**config.mk**
```make
export PLATFORM = sky130hd
export DESIGN_NAME = core_dbg_apb_arb
export DESIGN_NICKNAME = d
export VERILOG_FILES = /design/src/rtl/core_dbg_apb_arb.sv
export SDC_FILE = /design/constraint.sdc
export NUM_CORES = 1
export LEC_CHECK = 0
export ABC_AREA = 1
export BUFFER_PORTS_ARGS = -buffer_cell sky130_fd_sc_hd__buf_2
export CAP_MARGIN = 20
export CORE_MARGIN = 5
export CORE_UTILIZATION = 46
export DETAILED_ROUTE_END_ITERATION = 8
export PLACE_DENSITY = 0.77
export RECOVER_POWER = 50
export SLEW_MARGIN = 20
export SYNTH_ARGS = -nofsm -noshare
export SYNTH_HDL_FRONTEND = slang
export SYNTH_SLANG_ARGS = --single-unit
```
**constraint.sdc**
```tcl
create_clock -name clk -period 1.85 [get_ports clk]
set_input_delay 0.37 -clock clk [delete_from_list [all_inputs] [get_ports clk]]
set_output_delay 0.37 -clock clk [all_outputs]
set_load 0.02 [all_outputs]
```
**src/rtl/core_dbg_apb_arb.sv**
```systemverilog
// Two-requester APB master for the core debug bus: round-robin grant, SETUP/ACCESS
// sequencing, read-data return and timeout abort of transfers whose ready never arrives.
module core_dbg_apb_arb #(
  parameter int unsigned APB_ADDR_WIDTH = 32,
  parameter int unsigned APB_DATA_WIDTH = 32,
  parameter int unsigned TIMEOUT_CYCLES = 255
) (
  input  logic                      clk,
  input  logic                      rst,
  input  logic                      a_req,
  input  logic [APB_ADDR_WIDTH-1:0] a_addr,
  input  logic                      a_wr,
  input  logic [APB_DATA_WIDTH-1:0] a_wdata,
  input  logic [3:0]                a_wstrb,
  output logic                      a_done,
  output logic                      a_err,
  output logic [APB_DATA_WIDTH-1:0] a_rdata,
  input  logic                      b_req,
  input  logic [APB_ADDR_WIDTH-1:0] b_addr,
  input  logic                      b_wr,
  input  logic [APB_DATA_WIDTH-1:0] b_wdata,
  input  logic [3:0]                b_wstrb,
  output logic                      b_done,
  output logic                      b_err,
  output logic [APB_DATA_WIDTH-1:0] b_rdata,
  output logic [APB_ADDR_WIDTH-1:0] paddr,
  output logic                      psel,
  output logic                      penable,
  output logic                      pwrite,
  output logic [APB_DATA_WIDTH-1:0] pwdata,
  output logic [3:0]                pstrb,
  input  logic                      pready,
  input  logic [APB_DATA_WIDTH-1:0] prdata
);

  localparam int unsigned CNT_W = (TIMEOUT_CYCLES > 0) ? $clog2(TIMEOUT_CYCLES + 1) : 1;

  typedef enum logic [1:0] {StIdle, StSetup, StAccess, StDone} state_t;

  state_t           state_q, state_d;
  logic             grant_q;       // 1 = B owns the current transfer
  logic             last_grant_q;  // 1 = B was served last
  logic [CNT_W-1:0] cnt_q;
  logic             pick_b;
  logic             timeout_hit;

  // On a tie, B wins only if A was served last.
  assign pick_b      = b_req && (!a_req || !last_grant_q);
  assign timeout_hit = (TIMEOUT_CYCLES != 0) && (cnt_q == CNT_W'(TIMEOUT_CYCLES));

  assign psel    = (state_q == StSetup) || (state_q == StAccess);
  assign penable = (state_q == StAccess);
  assign a_done  = (state_q == StDone) && !grant_q;
  assign b_done  = (state_q == StDone) && grant_q;

  always_comb begin
    state_d = state_q;
    case (state_q)
      StIdle:   if (a_req || b_req) state_d = StSetup;
      StSetup:  state_d = StAccess;
      StAccess: if (pready || timeout_hit) state_d = StDone;
      StDone:   state_d = StIdle;
      default:  state_d = StIdle;
    endcase
  end

  always_ff @(posedge clk) begin
    if (rst) begin
      state_q      <= StIdle;
      grant_q      <= 1'b0;
      last_grant_q <= 1'b1;
      cnt_q        <= '0;
      paddr        <= '0;
      pwrite       <= 1'b0;
      pwdata       <= '0;
      pstrb        <= '0;
      a_err        <= 1'b0;
      b_err        <= 1'b0;
      a_rdata      <= '0;
      b_rdata      <= '0;
    end else begin
      state_q <= state_d;
      case (state_q)
        StIdle: begin
          if (a_req || b_req) begin
            grant_q <= pick_b;
            cnt_q   <= '0;
            paddr   <= pick_b ? b_addr : a_addr;
            pwrite  <= pick_b ? b_wr : a_wr;
            pwdata  <= pick_b ? b_wdata : a_wdata;
            if (pick_b) pstrb <= b_wr ? b_wstrb : 4'b0000;
            else        pstrb <= a_wr ? a_wstrb : 4'b0000;
          end
        end
        StAccess: begin
          if (pready) begin
            if (grant_q) begin
              b_err <= 1'b0;
              if (!pwrite) b_rdata <= prdata;
            end else begin
              a_err <= 1'b0;
              if (!pwrite) a_rdata <= prdata;
            end
          end else if (timeout_hit) begin
            if (grant_q) begin
              b_err   <= 1'b1;
              b_rdata <= '0;
            end else begin
              a_err   <= 1'b1;
              a_rdata <= '0;
            end
          end else if (cnt_q != '1) begin
            cnt_q <= cnt_q + 1'b1;
          end
        end
        StDone: last_grant_q <= grant_q;
        default: ;
      endcase
    end
  end

endmodule
```
==> impl_metrics.tcl <==
set metrics [dict create \
    critPathMaxStageDelay_ns 0.42 \
    drc 0 \
    hold_slack_ns 0.186 \
    drv_cap 0 \
    numCtsBuffers 17 \
    area_growth_pct 31.8 \
    syn_nets 1210 \
    final_nets 1492 \
    fin_crit_ns 1.78 \
    period_share_pct 96.4 \
    insertion_delay_ns 0.42 \
    slew_violations 0 \
    cp_slowest_cell "dfxtp_1" \
    cts.htree.levels 4 \
    layout_common_cells "nand2_1, buf_2, dfxtp_1" \
    die_height_um 132 \
    ys_seq_elements 147 \
    final_common_cell "nand2_1" \
    drtIter0Drc 514 \
    timing_hold_violations_final 0 \
    antenna_found_initial 2 \
    ios 314 \
    track_usage_pct 23.1 \
    cp_num_buf_inv 3 \
    start_util_pct 46.8 \
    status "completed" \
    crit_type "reg2reg" \
    required_ns 2.11 \
    rsz0062_at_grt "yes" \
    cp-end-kind "register" \
    hold_depth 2 \
    vias 7260 \
    die_w_um 132 \
    worst_pin_slew_ns 0.470 \
    slew_headroom_pct 68.6 \
    p_per_area_nw_per_um2 1370 \
    dp_hpwl_mm 14.9 \
    yosysTopAreaCell "dfxtp_1" \
    hold_path.class "in2reg" \
    syn_area_um2 6800 \
    layout_setup_ws_ns 0.0670 \
    cp-start-kind "register" \
    nFillCells 1471 \
    worstPathArrival_ns 2.05 \
    max_freq_mhz 561 \
    path_cells "inv_1 -> ha_1 -> o21ai_1 -> clkinv_2 -> buf_16 -> o21ai_0 -> a31oi_1" \
    dp_slack_ns 0.199 \
    synth_area_leaders "dfxtp_1, nand2_1, inv_1" \
    clockRootBuffer "clkbuf_16" \
    synth.distinct_cells 26 \
    r2r.worst_path.cells 7 \
    final_layout_size_suffix_gt1_share_pct 18.0 \
    r2r-start "state_q[1]" \
    hold_start "rst" \
    drtPass1Iterations 5 \
    syn_inst 1030 \
    tritoncts "built" \
    fin_setup_tns_ns 0 \
    grt_pass1_wl_mm 33.5 \
    grt_max_degree 134 \
    vias_per_cell 4.81 \
    totalPowerFinal_uw 12300 \
    skew_ns 0.00676 \
    cp_max_fo 133 \
    leakagePower_uw 0.00447 \
    grt_pass1_vias 6777 \
    wirelength_mm 20.8 \
    seq_area_frac_synth_pct 43.3 \
    port_buffers 313 \
    wl_per_cell_um 13.8 \
    cts_buffer_depth 2 \
    syn_avg_cell_area_um2 6.60 \
    r2r_slack_ns 0.07 \
    grt-ovfl-total 0 \
    synth.top_cell.area_share_pct 43.3 \
    ys_warn_count 0 \
    rows 44 \
    die-area_um2 17300 \
    setup_violations 0 \
    antenna_left 0 \
    min_to "cnt_q[2]" \
    core_area_um2 14500 \
    vdd_ir_drop_max_mv 0.854 \
    gp_congestion 0.876 \
    timing.rr.end "paddr[18]" \
    critical-path-top-delay-family "buffers and inverters" \
    clk_pin_slew_worst_paths_ns 0.06 \
    postCtsSetupBuffers 0 \
    clock-sinks 147 \
]
## flip-flops by register name (all words and copies together), names as in the netlist
register	flops
pwdata	32
b_rdata	32
grant_q	1
b_err	1
a_rdata	32
cnt_q	8
paddr	32
pstrb	4
pwrite	1
last_grant_q	1
state_q	2
a_err	1
## worst max-delay path by stage
stage	start	cells past startpoint	end
floorplan	state_q[0]	7	cnt_q[0]
global placement	state_q[0]	7	cnt_q[0]
detailed placement	state_q[1]	8	pstrb[0]
CTS	state_q[0]	4	penable
global route	state_q[1]	7	paddr[5]
finish	state_q[1]	7	paddr[18]
## layout make-up
cell class	instances	area (µm²)	area share, %
clock buffers	21	450	5.03
well taps	184	230	2.57
flip-flops and latches	147	2940	32.8
diodes	1	2.50	0.0279
multi-input cells	671	3020	33.7
repair buffers	331	1650	18.4
clock inverters	11	129	1.44
inverters	144	543	6.06
## through the flow
| step | instance area, µm² | utilization, % | cells |
|---|---|---|---|
| 6_report | 8960 | 61.6 | 1510 |
| 5_1_grt | 8960 | 61.6 | 1509 |
| 4_1_cts | 9120 | 62.7 | 1509 |
| 3_5_place_dp | 8520 | 58.7 | 1477 |
| 3_3_place_gp | 8520 | 58.7 | 1477 |
| 2_1_floorplan | 6800 | - | 1030 |
## synthesized netlist by cell type
| master | n |
|---|---|
| o21ai_0 | 71 |
| a21oi_1 | 14 |
| buf_2 | 19 |
| a21oi_2 | 1 |
| dfxtp_1 | 147 |
| nand2_1 | 335 |
| nor2_4 | 1 |
| nand3b_1 | 1 |
| o31ai_1 | 2 |
| nand4_1 | 39 |
| a31oi_1 | 64 |
| inv_2 | 1 |
| nand3_2 | 3 |
| ha_1 | 5 |
| clkbuf_1 | 36 |
| buf_1 | 9 |
| nand2_4 | 1 |
| nand3_1 | 6 |
| nor3_1 | 1 |
| nor2_1 | 121 |
| clkinv_1 | 1 |
| a21o_1 | 4 |
| buf_6 | 4 |
| nand2_2 | 1 |
| inv_1 | 142 |
| o21ai_1 | 1 |
## routing by layer
layer / GRT usage [%] / up-vias / wire, µm
li1: - / 3784 / -
met1: 28.0 / 3146 / 8630
met2: 38.3 / 287 / 9930
met3: 7.57 / 39 / 1780
met4: 8.11 / 4 / 488
met5: 0 / - / 21
## worst reg2reg max path: stages (launching register included)
cell,delay [ns]
dfxtp_1,0.42
inv_1,0.09
ha_1,0.22
o21ai_1,0.14
clkinv_2,0.12
buf_16,0.23
o21ai_0,0.34
a31oi_1,0.07
## power breakdown
part,internal [µW],switching (µW)
clock network,2030,1360
registers,3960,436
logic,1410,3110
total,7400,4910
## cell families (layout without fill, tap and decap cells)
family / after synthesis / after routing / share of synthesized area [%]
adders and majority gates: 5 / 5 / 0.920
and+or+nand+nor: 509 / 509 / 30.3
AOI/OAI and AO/OA: 157 / 157 / 13.0
other: 0 / 1 / 0
DFF: 147 / 147 / 43.3
buffers and inverters: 212 / 507 / 12.5
## what timing repair did
item	CTS	global route
resized for setup	3	11
hold buffers	0	0
endpoints found under the setup margin	1	15
No activity file was read; power rests on OpenSTA's default activity.
